### config.mk
export PLATFORM = sky130hd
export DESIGN_NAME = wide_add_seq
export DESIGN_NICKNAME = d
export VERILOG_FILES = /design/src/rtl/cla16.sv /design/src/rtl/wide_add_seq.sv
export SDC_FILE = /design/constraint.sdc
export NUM_CORES = 1
export LEC_CHECK = 0
export BUFFER_PORTS_ARGS = -buffer_cell sky130_fd_sc_hd__buf_2
export CORE_MARGIN = 10
export CORE_UTILIZATION = 45
export CTS_CLUSTER_DIAMETER = 50
export DETAILED_ROUTE_END_ITERATION = 8
export GPL_TIMING_DRIVEN = 0
export PLACE_DENSITY = 0.7
export SLEW_MARGIN = 20
export SYNTH_ARGS = -nofsm -noshare
export SYNTH_HDL_FRONTEND = slang
export SYNTH_HIERARCHICAL = 1
export SYNTH_SLANG_ARGS = --single-unit
export TNS_END_PERCENT = 20
### constraint.sdc
create_clock -name clk -period 7.4 [get_ports clk]
set_input_delay 1.11 -clock clk [delete_from_list [all_inputs] [get_ports clk]]
set_output_delay 1.11 -clock clk [all_outputs]
set_load 0.02 [all_outputs]
### src/rtl/cla16.sv
// 16-bit carry-lookahead adder: four 4-bit groups with group generate/propagate
// and a lookahead carry across the groups. There is no carry-out port.
module cla16 (
  input  logic [15:0] i_a,
  input  logic [15:0] i_b,
  input  logic        i_cin,
  output logic [15:0] o_sum
);

  logic [15:0] w_g;
  logic [15:0] w_p;

  assign w_g = i_a & i_b;
  assign w_p = i_a ^ i_b;

  always_comb begin
    logic [3:0] w_gg;
    logic [3:0] w_gp;
    logic [4:0] w_gc;
    logic       w_c;
    w_gg  = '0;
    w_gp  = '0;
    w_gc  = '0;
    w_c   = 1'b0;
    o_sum = '0;
    for (int j = 0; j < 4; j++) begin
      w_gg[j] = 1'b0;
      w_gp[j] = 1'b1;
      for (int i = 0; i < 4; i++) begin
        w_gg[j] = w_g[4*j+i] | (w_p[4*j+i] & w_gg[j]);
        w_gp[j] = w_gp[j] & w_p[4*j+i];
      end
    end
    // Group carries are expanded two-level so they do not ripple group to group.
    w_gc[0] = i_cin;
    w_gc[1] = w_gg[0] | (w_gp[0] & i_cin);
    w_gc[2] = w_gg[1] | (w_gp[1] & w_gg[0]) | (w_gp[1] & w_gp[0] & i_cin);
    w_gc[3] = w_gg[2] | (w_gp[2] & w_gg[1]) | (w_gp[2] & w_gp[1] & w_gg[0])
            | (w_gp[2] & w_gp[1] & w_gp[0] & i_cin);
    w_gc[4] = w_gg[3] | (w_gp[3] & w_gc[3]);
    for (int j = 0; j < 4; j++) begin
      w_c = w_gc[j];
      for (int i = 0; i < 4; i++) begin
        o_sum[4*j+i] = w_p[4*j+i] ^ w_c;
        w_c          = w_g[4*j+i] | (w_p[4*j+i] & w_c);
      end
    end
  end

endmodule

### src/rtl/wide_add_seq.sv
// Multi-cycle wide adder/subtractor: one cla16 walks WORDS 16-bit slices,
// LSB slice first, with the carry held in a register between slices.
module wide_add_seq #(
  parameter int WORDS = 4
) (
  input  logic                  clk,
  input  logic                  rst_n,
  input  logic                  in_valid,
  output logic                  in_ready,
  input  logic [16*WORDS-1:0]   in_a,
  input  logic [16*WORDS-1:0]   in_b,
  input  logic                  in_sub,
  output logic                  out_valid,
  input  logic                  out_ready,
  output logic [16*WORDS-1:0]   out_sum,
  output logic                  out_cout,
  output logic                  out_ovf,
  output logic [1:0]            o_dbg_state
);

  localparam int         W      = 16 * WORDS;
  localparam logic [1:0] S_IDLE = 2'b00;
  localparam logic [1:0] S_BUSY = 2'b01;
  localparam logic [1:0] S_DONE = 2'b10;
  localparam logic [3:0] K_LAST = 4'(WORDS - 1);

  logic [1:0]   r_state;
  logic [W-1:0] r_a;
  logic [W-1:0] r_b;
  logic [W-1:0] r_sum;
  logic         r_c;
  logic [3:0]   r_k;
  logic         r_cout;
  logic         r_ovf;

  logic [15:0]  w_s;
  logic [W-1:0] w_sum_next;
  logic         w_a15;
  logic         w_b15;
  logic         w_s15;
  logic         w_c_next;
  logic         w_ovf;

  cla16 u_cla16 (
    .i_a   (r_a[15:0]),
    .i_b   (r_b[15:0]),
    .i_cin (r_c),
    .o_sum (w_s)
  );

  assign w_a15    = r_a[15];
  assign w_b15    = r_b[15];
  assign w_s15    = w_s[15];
  // Carry out of the slice recovered from its top bits, since cla16 hides it.
  assign w_c_next = (w_a15 & w_b15) | ((w_a15 ^ w_b15) & ~w_s15);
  assign w_ovf    = (w_a15 == w_b15) & (w_s15 != w_a15);

  generate
    if (WORDS == 1) begin : g_one
      assign w_sum_next = w_s;
    end else begin : g_many
      assign w_sum_next = {w_s, r_sum[W-1:16]};
    end
  endgenerate

  // Handshakes: a transfer happens on a rising edge where valid and ready are
  // both high; ready/valid come only from state bits, gated low during reset.
  assign in_ready    = rst_n & (r_state == S_IDLE);
  assign out_valid   = rst_n & (r_state == S_DONE);
  assign out_sum     = r_sum;
  assign out_cout    = r_cout;
  assign out_ovf     = r_ovf;
  assign o_dbg_state = r_state;

  always_ff @(posedge clk) begin
    if (!rst_n) begin
      r_state <= S_IDLE;
      r_a     <= '0;
      r_b     <= '0;
      r_sum   <= '0;
      r_c     <= 1'b0;
      r_k     <= '0;
      r_cout  <= 1'b0;
      r_ovf   <= 1'b0;
    end else begin
      case (r_state)
        S_IDLE: begin
          if (in_valid) begin
            r_a     <= in_a;
            r_b     <= in_sub ? ~in_b : in_b;
            r_c     <= in_sub;
            r_k     <= '0;
            r_state <= S_BUSY;
          end
        end
        S_BUSY: begin
          r_a   <= r_a >> 16;
          r_b   <= r_b >> 16;
          r_sum <= w_sum_next;
          r_c   <= w_c_next;
          r_k   <= r_k + 4'd1;
          if (r_k == K_LAST) begin
            r_cout  <= w_c_next;
            r_ovf   <= w_ovf;
            r_state <= S_DONE;
          end
        end
        S_DONE: begin
          if (out_ready) r_state <= S_IDLE;
        end
        default: r_state <= S_IDLE;
      endcase
    end
  end

endmodule
---- After elaboration in Yosys (flattened, before gate mapping) ----
Index checks and enable logic that the tools add are counted.
W data, S select, Z words.
word-level totals
  bits in registers ....................... 201
  bits of input ports ..................... 133
  output and inout port bits .............. 70
  logic and storage cells ................. 128
cells by class
  add/sub/neg operators ................... 1
  eq/ne operators ......................... 8
  multiplexer cells ....................... 13
  bitwise gates (word level) .............. 93
  reductions and logical operators ........ 5
operators with widths
  cell                   number
  $pmux W64 S2           2
  $mux W64               3
  $not A64 Y64           1
  $and A1 B1 Y1          44
  $or A1 B1 Y1           28
  $xor A1 B1 Y1          17
  $xor A16 B16 Y16       1
  $and A15 B15 Y15       1
  $pmux W4 S2            1
  $mux W2                3
  $ne A2 B2 Y1 const B   3
  $pmux W2 S3            1
  $add A4 B1 Y4 const B  1
  $eq A4 B2 Y1 const B   1
  $mux W4                1
  $reduce_and A2 Y1      2
  $reduce_and A3 Y1      1
  $eq A2 B1 Y1 const B   1
  $eq A2 B2 Y1 const B   1
  $logic_not A2 Y1       1
  $pmux W1 S2            1
  $reduce_bool A2 Y1     1
  $eq A1 B1 Y1           1
  $mux W1                1
  2 further kinds        2

---- Depth between registers and ports, before layout ----
Gate-level depths: netlist of run 1.
  word-level depth ........................ 22
  depth in mapped cells ................... 13
  mapped depth without buffers ............ 13

---- Hierarchy ----
The synthesis of run 1 kept the hierarchy.
modules (own cells, without submodules)
  module        instances  cells an instance  area an instance (um2)  seq. area each (um2)
  wide_add_seq  1          939                8,622.0                 4,023.9
  cla16         1          55                 570.5                   0.0

---- Worst setup path before layout of run 1 ----
No wires, ideal clock.
  kind .................................... register to register
  from .................................... register r_a[2]
  to ...................................... register r_c
  setup time .............................. 0.122 ns
  data arrival time ....................... 3.363 ns
  required time ........................... 7.278 ns
  slack ................................... 3.915 ns
  cell stages (with the launch flop) ...... 14
  buffers on the path ..................... 0
  clock period less this slack ............ 3.485 ns
  path through ............................ dfxtp_1 > ha_1 > a21oi_2 > nand2_1 > a221o_1 > a21bo_1 > fa_1 > fa_1 > fa_1 > xnor2_1 > xnor2_1 > inv_1 > a21o_1 > a221o_1
on the way
  word-level cells in the longest chain between the ends .. 19
  elaborated cells on any way between the ends .. 24
  classes of those cells .................. 1 x mux; 23 x bitwise
ends and longest elaborated chain
  element                 RTL line             source
  start, declared         wide_add_seq.sv:28   logic [W-1:0] r_a;
  start signal, assigned  wide_add_seq.sv:89   r_a <= in_a;
  start signal, assigned  wide_add_seq.sv:97   r_a <= r_a >> 16;
  $xor A16 B16 Y16        cla16.sv:14          assign w_p = i_a ^ i_b;
  $and A1 B1 Y1           cla16.sv:30          w_gg[j] = w_g[4*j+i] | (w_p[4*j+i] & w_gg[j]);
  $or A1 B1 Y1            cla16.sv:30
  $and A1 B1 Y1           cla16.sv:30
  $or A1 B1 Y1            cla16.sv:30
  $and A1 B1 Y1           cla16.sv:38          w_gc[3] = w_gg[2] | (w_gp[2] & w_gg[1]) | (w_gp[2] & w_gp[1] & w_gg[0])
  $or A1 B1 Y1            cla16.sv:38
  $or A1 B1 Y1 *          cla16.sv:39          | (w_gp[2] & w_gp[1] & w_gp[0] & i_cin);
  [... 4 more ...]        -
  $and A1 B1 Y1 *         cla16.sv:45          w_c = w_g[4*j+i] | (w_p[4*j+i] & w_c);
  $or A1 B1 Y1 *          cla16.sv:45
  $xor A1 B1 Y1 *         cla16.sv:44          o_sum[4*j+i] = w_p[4*j+i] ^ w_c;
  net w_s[15]             wide_add_seq.sv:36   logic [15:0] w_s;
  $not A1 Y1 *            wide_add_seq.sv:55   assign w_c_next = (w_a15 & w_b15) | ((w_a15 ^ w_b15) & ~w_s15);
  $and A1 B1 Y1 *         wide_add_seq.sv:55
  $or A1 B1 Y1 *          wide_add_seq.sv:55
  $pmux W1 S2 *           wide_add_seq.sv:86   case (r_state)
  end signal, assigned    wide_add_seq.sv:91   r_c <= in_sub;
  end signal, assigned    wide_add_seq.sv:100  r_c <= w_c_next;
  end, declared           wide_add_seq.sv:31   logic r_c;
The timed path passes the listed nets; every way through them passes the cells marked *.
A chain may end at the register's enable or synchronous reset.

---- Final worst setup path of run 1 ----
Same ends and word-level chain as after synthesis.

==> out/results.ini, run 1 <==
[run_status]
outcome = finished clean

[routing]
firstDrtPassIters = 7
drtIter0Drc = 533
drc = 0
wirelength_mm = 25.92
antenna_left = 0
viasPerCell = 5.166
vias = 7780
wl_per_cell_um = 17.21

[critical_path]
path_cells = ha_1 > a21oi_2 > nand2_1 > a221o_1 > a21bo_1 > fa_1 > fa_1 > fa_1 > xnor2_1 > xnor2_1 > inv_1 > a21o_1 > a221o_1
reg2reg_depth = 13
worstPathRequired_ns = 7.80
slowest_delay_ns = 0.44
crit_top_cell = fa_1
cp_max_fo = 3
cpMaxStageDelayCell = dfxtp_1
rr_endpoint = r_c$_SDFFE_PN0P_
crit_type = reg -> reg
regToRegSetupSlack_ns = 3.60
critical_path.endpoint_type = flip-flop
crit_path_start_kind = flip-flop
r2r_start = r_a[2]$_SDFFE_PN0P_
cp.arrival_ns = 4.20

[clock_tree]
clockRootBuffer = clkbuf_16
numCtsBuffers = 23
ctsHoldBuffers = 0
clock_latency_ns = 0.51
cts_tree = yes
postCtsSetupRepairBufs = 0
htree_levels = 1
clockBufferDepth = 3
path_clk_slew_ns = 0.06
clock_sinks = 201
postCtsResizedCells = 0

[die]
rows = 52
fp.dieW_um = 162.9
dieArea_sq_um = 26540
die_h_um = 162.9
start_util_pct = 45.58
coreArea_sq_um = 20170
pin_count = 203

[power_and_ir_drop]
p_leak_nw = 4.874
worst_ir_drop_vdd_mv = 0.1423
power.density_nw_per_um2 = 247.7

[grt]
antenna_found_initial = 0
grt_pass1_wl_mm = 40.42
first_global_vias = 7714
grt_start_max_net_pins = 15
grt_usage_pct = 18.63
grt_remaining_overflow = 0

[logic_synthesis]
synth_area_leaders = dfxtp_1 (44%), o221a_2 (5.9%), nor2b_1 (5.6%)
avgSynthCellArea_sq_um = 9.248
syn_inst = 994
synth_warnings = 6
synth_nets = 1153
synth_top_area_share_pct = 43.77
async_flop_share_pct = 0
seq_area_frac_synth_pct = 43.77
synth_commonest_cells = dfxtp_1 (201), nand2_1 (135), nor2_1 (100)
synth-edff-count = 0
synth_top_cell_by_area = dfxtp_1
synth.most_common_cell = dfxtp_1
syn_area_sq_um = 9193
synth_top_flop_cell = dfxtp_1
synth_cell_types = 42
synth-seq-cells = 201

[place]
io_buffers = 200
dp_hpwl_mm = 20.50
placed_cell_area_sq_um = 10530
post-place-ws_ns = 3.613
placed_cells = 1464
place_congestion = 0.8479

[sta]
finalSetupViolCount = 0
min_period_ns = 3.801
slew_headroom_pct = 47.94
fmax_ghz = 0.2631
skew_ns = 0.01456
setup_tns_ns = 0
rsz0062_at_grt = false
maxSlewViolCount = 0
tightest_slew_ns = 0.7810
period_share_pct = 51.37
worst_slack_ns = 3.599
hold_violations = 0

[final_layout]
antenna_cells = 0
drive_gt1_share_pct = 26.70
fin_cells = 1506
final_nets = 1378
syn_to_final_growth_pct = 23.52
fin_area_sq_um = 11350

[min_path]
hp-class = reg -> reg
min_to = out_sum[14]$_SDFFE_PN0P_
hold_start = out_sum[14]$_SDFFE_PN0P_
min_path_cells = 2

[flow_run]
max-cap-violations = 0

==> flip-flops by register name, summed over array words and instances (netlist names) <==
signal and count:
out_ovf 1, r_k 4, r_c 1, out_sum 64, r_a 64, r_b 64, o_dbg_state 2, out_cout 1
==> through the flow <==
stage	hold slack, ns	utilization (%)	power (mW)
4_1_cts	0.4617	56.30	2.828
6_report	0.4571	56.30	2.812
2_1_floorplan	0.4554	-	1.489
3_3_place_gp	0.4444	52.21	1.623
3_5_place_dp	0.4536	52.21	1.631
5_1_grt	0.4869	56.30	2.928
==> per-layer routing <==
layer / part of all wire (%) / routed length [um] / global-route usage, %
met1: 44 / 11500 / 23.72
met2: 45 / 11700 / 30.08
met3: 8.2 / 2125 / 5.334
met4: 2.3 / 586 / 5.328
met5: 0 / 0 / 0
==> cell families (layout without fill, tap and decap cells) <==
logic type                 Yosys count  after routing  share of synthesized area (%)
adders and majority gates           26             26                          4.519
muxes                                3              3                         0.3267
and+or+nand+nor                    336            336                          16.77
AOI/OAI and AO/OA                  261            261                          23.23
buffers and inverters               97            339                          4.709
xor gates and xnor gates            70             70                          6.669
DFF                                201            201                          43.77
==> worst max-delay path, delay by kind of cell (launching register included) <==
family / cells / cell delay, ns
adders and majority gates: 4 / 1.47
AOI/OAI and AO/OA: 5 / 1.24
DFF: 1 / 0.44
xor gates and xnor gates: 2 / 0.43
buffers and inverters: 1 / 0.07
and+or+nand+nor: 1 / 0.06
==> how the worst max path moves through the flow <==
stage / end / startpoint / slack, ns / cells past startpoint
6_report: r_c$_SDFFE_PN0P_ / r_a[2]$_SDFFE_PN0P_ / 3.60 / 13
5_1_grt: r_c$_SDFFE_PN0P_ / r_a[2]$_SDFFE_PN0P_ / 3.43 / 13
4_1_cts: r_c$_SDFFE_PN0P_ / r_a[2]$_SDFFE_PN0P_ / 3.60 / 13
3_5_place_dp: r_c$_SDFFE_PN0P_ / r_a[2]$_SDFFE_PN0P_ / 3.61 / 13
3_3_place_gp: r_c$_SDFFE_PN0P_ / r_a[2]$_SDFFE_PN0P_ / 3.68 / 13
2_1_floorplan: r_c$_SDFFE_PN0P_ / r_a[2]$_SDFFE_PN0P_ / 3.91 / 13
==> cells in the final DEF, fill, tap and decap left out, types with 7 or more instances in the layout <==
master     count
a21boi_0      65
a21oi_1       54
a221o_1       50
a22oi_1       33
buf_2        231
clkbuf_1      50
clkbuf_16     23
dfxtp_1      201
fa_1          12
ha_1          14
inv_1          7
nand2_1      135
nor2_1       100
nor2b_1       82
o221a_2       48
xnor2_1       50
xor2_1        20
==> where the power goes <==
part | switching, mW | internal, mW | leakage [nW]
clock | 0.461 | 0.742 | 0.402
combinational | 0.212 | 0.181 | 2.83
sequential | 0.0616 | 1.15 | 1.65
total | 0.735 | 2.08 | 4.87
==> cell type report <==
cell class                      count  area (sq um)
Fill cell                        1855          8815
Clock inverter                     12         161.4
Clock buffer                       30         661.9
Timing Repair Buffer              200          1001
Sequential cell                   201          4024
Buffer                             90         406.6
Multi-Input combinational cell    696          4736
Inverter                            7         26.28
Tap cell                          270         337.8
(Power assumes the default switching activity.)
==> inputs of run 2 (changes only) <==
Settings changed: PLACE_DENSITY 0.7 to 0.73.
Clock period 7.4 ns to 3.4 ns, I/O delays scaled along.
==> out/results.ini, run 2 (same netlist as run 1, synthesis figures left out) <==
[routing]
drc = 0  ; unchanged
antenna_left = 0  ; unchanged
firstDrtPassIters = 5  ; -2
wirelength_mm = 26.53  ; +2.4%
drtIter0Drc = 580  ; +8.8%
viasPerCell = 5.245  ; +1.5%
wl_per_cell_um = 17.56  ; +2.0%
vias = 7925  ; +1.9%

[critical_path]
worstPathRequired_ns = 3.86  ; -3.94 ns
crit_type = reg -> reg
critical_path.endpoint_type = flip-flop
reg2reg_depth = 13  ; unchanged
rr_endpoint = out_ovf$_SDFFE_PN0P_
crit_top_cell = fa_2
cp.arrival_ns = 3.84  ; -0.36 ns
path_cells = ha_1 > and4_1 > a221o_1 > a21bo_1 > fa_2 > fa_2 > fa_2 > xnor2_2 > xnor2_2 > buf_4 > xor2_1 > nand3b_1 > mux2i_1
cpMaxStageDelayCell = fa_2
r2r_start = r_a[0]$_SDFFE_PN0P_
cp_max_fo = 3  ; unchanged
crit_family = adder cells
path_buf_inv = 1  ; unchanged
regToRegSetupSlack_ns = 0.01  ; -3.58 ns
cp-startpoint = r_a[0]$_SDFFE_PN0P_
slowest_delay_ns = 0.36  ; -0.08 ns
crit_path_start_kind = flip-flop

[clock_tree]
clock_latency_ns = 0.53  ; +0.02 ns
clockBufferDepth = 3  ; unchanged
clock_sinks = 201  ; unchanged
cts_tree = yes
clockRootBuffer = clkbuf_16
numCtsBuffers = 25  ; +8.7%
htree_levels = 1  ; unchanged
path_clk_slew_ns = 0.06  ; about the same
ctsHoldBuffers = 0  ; unchanged

[sta]
min_period_ns = 3.386  ; -0.4155 ns
setup_tns_ns = 0  ; unchanged
rsz0062_at_grt = true
hold_violations = 0  ; unchanged
skew_ns = 0.01659  ; +0.002034 ns
worst_slack_ns = 0.01414  ; -3.584 ns
fmax_ghz = 0.2953  ; +12%
period_share_pct = 99.58  ; +48 points
tightest_slew_ns = 0.7536  ; -0.02741 ns
finalSetupViolCount = 0  ; unchanged
slew_headroom_pct = 49.76  ; +1.8 points
maxSlewViolCount = 0  ; unchanged
whs_ns = 0.2378  ; -0.2193 ns

[run_status]
outcome = finished clean

[die]
die_h_um = 162.9  ; unchanged
dieArea_sq_um = 26540  ; unchanged
fp.dieW_um = 162.9  ; unchanged
start_util_pct = 45.58  ; unchanged
coreArea_sq_um = 20170  ; unchanged
rows = 52  ; unchanged
pin_count = 203  ; unchanged

[min_path]
min_path_cells = 3  ; +1
min_to = r_a[57]$_SDFFE_PN0P_
hp-class = in -> reg
hold_start = in_a[57]

[place]
io_buffers = 200  ; unchanged
dp_hpwl_mm = 20.74  ; +1.2%
post-place-ws_ns = -0.2259  ; -3.839 ns
place_congestion = 0.8878  ; +4.7%

[power_and_ir_drop]
worst_ir_drop_vdd_mv = 0.3455  ; +140%
power.density_nw_per_um2 = 534.4  ; +120%
p_leak_nw = 4.870  ; about the same

[grt]
use_met1_pct = 24.24  ; +0.53 points
busiest_layer = met2
first_global_vias = 7977  ; +3.4%
grt_pass1_wl_mm = 41.77  ; +3.3%
grt_start_max_net_pins = 14  ; -1
grt_usage_pct = 19.16  ; +0.53 points
use_met3_pct = 5.308  ; -0.025 points
grt_remaining_overflow = 0  ; unchanged
antenna_found_initial = 1  ; +1
met2_usage_pct = 31.54  ; +1.5 points

[final_layout]
layout_commonest_cell = buf_2
mostFrequentLayoutCells = buf_2 (231), dfxtp_1 (192), nand2_1 (135)
fill_cells = 1836  ; -1.0%
drive_gt1_share_pct = 27.98  ; +1.3 points
multi_input_area_sq_um = 4796  ; +1.3%
syn_to_final_growth_pct = 24.38
register_area_sq_um = 4038  ; +0.34%
final_nets = 1383  ; +0.36%

[flow_run]
max-cap-violations = 0  ; unchanged

## run 2: cell count changes in the layout (fill, tap and decap cells not counted), sizes merged
cell,previous run,this run
bufinv,3,2
clkbuf,79,80
diode,0,1
inv,10,9
buf,241,244
clkinvlp,2,4
## run 2: per-stage QoR
step	power (mW)	cell area (sq um)	util (%)	std cells
after CTS	6.124	11400	56.50	1509
final	6.110	11430	56.69	1511
after global routing	6.355	11430	56.67	1510
after floorplan	3.241	9198	-	994
after global placement	3.533	10540	52.24	1464
after detailed placement	3.556	10540	52.24	1464
## run 2: routing by layer
layer  wire length [um]  vias to the layer above  part of all wire [%]
met5                  0                        -                     0
met4                451                        0                   1.7
met3               2107                       39                   7.9
met2              12350                      263                    47
met1              11620                     3687                    44
li1                   -                     3936                     -
## run 2: layout make-up
type / count / area share (%)
inverter: 7 / 0.2298
sequential: 201 / 35.31
multi-input combinational: 696 / 41.95
clock inverter: 12 / 1.269
tap: 270 / 2.955
clock buffer: 31 / 5.756
antenna: 1 / 0.02189
timing repair buffer: 203 / 8.952
buffer: 90 / 3.557
## run 2: repair_timing
action | in CTS | in global routing
setup buffers | 2 | 1
setup endpoints to repair | 3 | 4
pin swaps | 3 | 2
resized for setup | 9 | 8
## run 2: where the power goes
part           internal, mW  switching (mW)
clock                  1.54            1.03
combinational         0.411           0.474
sequential             2.52           0.141
## run 2: worst max-delay path by stage
| stage | to | slack (ns) | cells past startpoint |
|---|---|---|---|
| final | out_ovf$_SDFFE_PN0P_ | 0.01 | 13 |
| after detailed placement | r_c$_SDFFE_PN0P_ | -0.23 | 13 |
| after CTS | out_ovf$_SDFFE_PN0P_ | 0.02 | 14 |
| after global routing | out_ovf$_SDFFE_PN0P_ | -0.14 | 14 |
| after floorplan | r_c$_SDFFE_PN0P_ | 0.01 | 13 |
| after global placement | r_c$_SDFFE_PN0P_ | -0.18 | 13 |
## run 2: worst register-to-register path, cell delays in order (launching register included)
cell	delay [ns]
dfxtp_2	0.35
ha_1	0.30
and4_1	0.23
a221o_1	0.34
a21bo_1	0.20
fa_2	0.34
fa_2	0.34
fa_2	0.36
xnor2_2	0.16
xnor2_2	0.18
buf_4	0.14
xor2_1	0.16
nand3b_1	0.11
mux2i_1	0.14
==> inputs of run 3 (changes only) <==
Clock period 3.4 ns to 2.9 ns, I/O delays scaled along.
==> out/results.ini, run 3 (same netlist as run 1, synthesis figures left out) <==
[routing]
wl_per_cell_um = 17.19  ; -2.1%
viasPerCell = 5.171  ; -1.4%
drtIter0Drc = 522  ; -10%
drc = 0  ; unchanged
antenna_left = 0  ; unchanged
vias = 7798  ; -1.6%
firstDrtPassIters = 5  ; unchanged
wirelength_mm = 25.92  ; -2.3%

[die]
rows = 52  ; unchanged
fp.dieW_um = 162.9  ; unchanged
coreArea_sq_um = 20170  ; unchanged
start_util_pct = 45.58  ; unchanged
dieArea_sq_um = 26540  ; unchanged
die_h_um = 162.9  ; unchanged
pin_count = 203  ; unchanged

[sta]
rsz0062_at_grt = true
skew_ns = 0.02037  ; +0.003781 ns
slew_headroom_pct = 47.68  ; -2.1 points
tightest_slew_ns = 0.7849  ; +0.03132 ns
min_period_ns = 3.351  ; -0.03512 ns
fmax_ghz = 0.2984  ; +1.0%
hold_violations = 0  ; unchanged
worst_slack_ns = -0.4507  ; -0.4649 ns
maxSlewViolCount = 0  ; unchanged
finalSetupViolCount = 7  ; +7
period_share_pct = 115.5  ; +16 points

[clock_tree]
htree_levels = 1  ; unchanged
clock_sinks = 201  ; unchanged
path_clk_slew_ns = 0.06  ; about the same
clockBufferDepth = 3  ; unchanged
clockRootBuffer = clkbuf_16
numCtsBuffers = 23  ; -8.0%
cts_tree = yes
clock_latency_ns = 0.52  ; about the same
ctsHoldBuffers = 0  ; unchanged

[grt]
grt_start_max_net_pins = 14  ; unchanged
grt_usage_pct = 18.41  ; -0.75 points
grt_pass1_wl_mm = 40.16  ; -3.8%
grt_remaining_overflow = 0  ; unchanged
antenna_found_initial = 0  ; -1
first_global_vias = 7735  ; -3.0%

[final_layout]
fill_cells = 1859  ; +1.3%
syn_to_final_growth_pct = 24.17
final_nets = 1380  ; -0.22%
mostFrequentLayoutCells = buf_2 (231), dfxtp_1 (189), nand2_1 (134)
antenna_cells = 0  ; -1
layout_commonest_cell = buf_2
drive_gt1_share_pct = 28.76  ; +0.77 points

[critical_path]
crit_path_start_kind = flip-flop
worstPathRequired_ns = 3.30  ; -0.56 ns
cp.arrival_ns = 3.75  ; -0.09 ns
critical_path.endpoint_type = flip-flop
cp_max_fo = 3  ; unchanged
reg2reg_depth = 13  ; unchanged
crit_type = reg -> reg

[power_and_ir_drop]
clkPwrFrac_pct = 41.2  ; -0.8 points
worst_ir_drop_vdd_mv = 0.4225  ; +22%
intPower_mw = 5.177  ; +16%
p_leak_nw = 4.868  ; about the same
fin_total_pwr_mw = 7.055  ; +15%
pwr-share-seq_pct = 44.1  ; +0.6 points
combinationalPowerShare_pct = 14.6  ; about the same
switchingPower_mw = 1.878  ; +14%
p_sw_share_pct = 26.62  ; -0.29 points
power.density_nw_per_um2 = 618.0  ; +16%

[min_path]
min_path_cells = 3  ; unchanged
hp-class = in -> reg

[place]
io_buffers = 200  ; unchanged
place_congestion = 0.8812  ; -0.74%
dp_hpwl_mm = 20.61  ; -0.66%
post-place-ws_ns = -0.6694  ; -0.4435 ns

[flow_run]
max-cap-violations = 0  ; unchanged

[run_status]
violations = setup timing
outcome = finished with violations

==> run 3: worst max-delay path, stage by stage (launching register included) <==
cell     delay, ns
dfxtp_4       0.37
ha_4          0.25
a21oi_2       0.10
nand2_1       0.06
a221o_1       0.37
a21bo_1       0.19
fa_2          0.34
fa_2          0.34
fa_2          0.36
xnor2_2       0.16
xnor2_2       0.19
inv_1         0.06
a21o_1        0.17
a221o_1       0.28
==> run 3: repair_timing <==
item | in CTS | in global routing
pin swaps | 3 | 2
buffers inserted | 2 | 0
setup endpoints to repair | 8 | 9
resized for setup | 11 | 17
==> run 3: power by group through the flow <==
stage	registers [mW]	clock network, mW	logic (mW)
2_1_floorplan	3.13	0	0.669
3_3_place_gp	3.16	0	0.987
3_5_place_dp	3.16	0	1.00
4_1_cts	3.11	2.94	1.02
5_1_grt	3.13	3.05	1.15
6_report	3.11	2.91	1.03
==> run 3: path summary, 6_finish.rpt <==
check	from	endpoint	slack (ns)
worst min register to register	out_sum[9]$_SDFFE_PN0P_	out_sum[9]$_SDFFE_PN0P_	0.46
worst max-delay path	r_a[2]$_SDFFE_PN0P_	r_c$_SDFFE_PN0P_	-0.45
worst max register to register	r_a[2]$_SDFFE_PN0P_	r_c$_SDFFE_PN0P_	-0.45
worst min-delay path	in_a[61]	r_a[61]$_SDFFE_PN0P_	0.18
==> run 3: layout make-up <==
type / instances / area [sq um] / share of cell area (%)
Buffer: 90 / 406.6 / 3.562
Clock buffer: 29 / 638.1 / 5.590
Clock inverter: 13 / 130.1 / 1.140
Inverter: 7 / 26.28 / 0.2302
Multi-Input combinational cell: 696 / 4818 / 42.21
Sequential cell: 201 / 4041 / 35.41
Tap cell: 270 / 337.8 / 2.960
Timing Repair Buffer: 202 / 1016 / 8.901
==> run 3: per-layer routing <==
| layer | vias to the layer above | share of wire, % | track usage, % |
|---|---|---|---|
| li1 | 3922 | - | - |
| met1 | 3598 | 44 | 23.41 |
| met2 | 249 | 46 | 30.08 |
| met3 | 29 | 8.1 | 5.207 |
| met4 | 0 | 1.7 | 4.672 |
| met5 | - | 0 | 0 |
==> run 3: metrics by stage <==
stage	instances	hold slack [ns]	area [sq um]	TNS [ns]	util (%)
after floorplan	994	0.4554	9200	-1.146	-
after global placement	1464	0.4438	10540	-2.382	52.25
after detailed placement	1464	0.4511	10540	-2.542	52.25
after CTS	1508	0.1735	11370	-1.719	56.35
after global routing	1508	0.1877	11410	-2.182	56.59
final	1508	0.1830	11410	-1.578	56.59
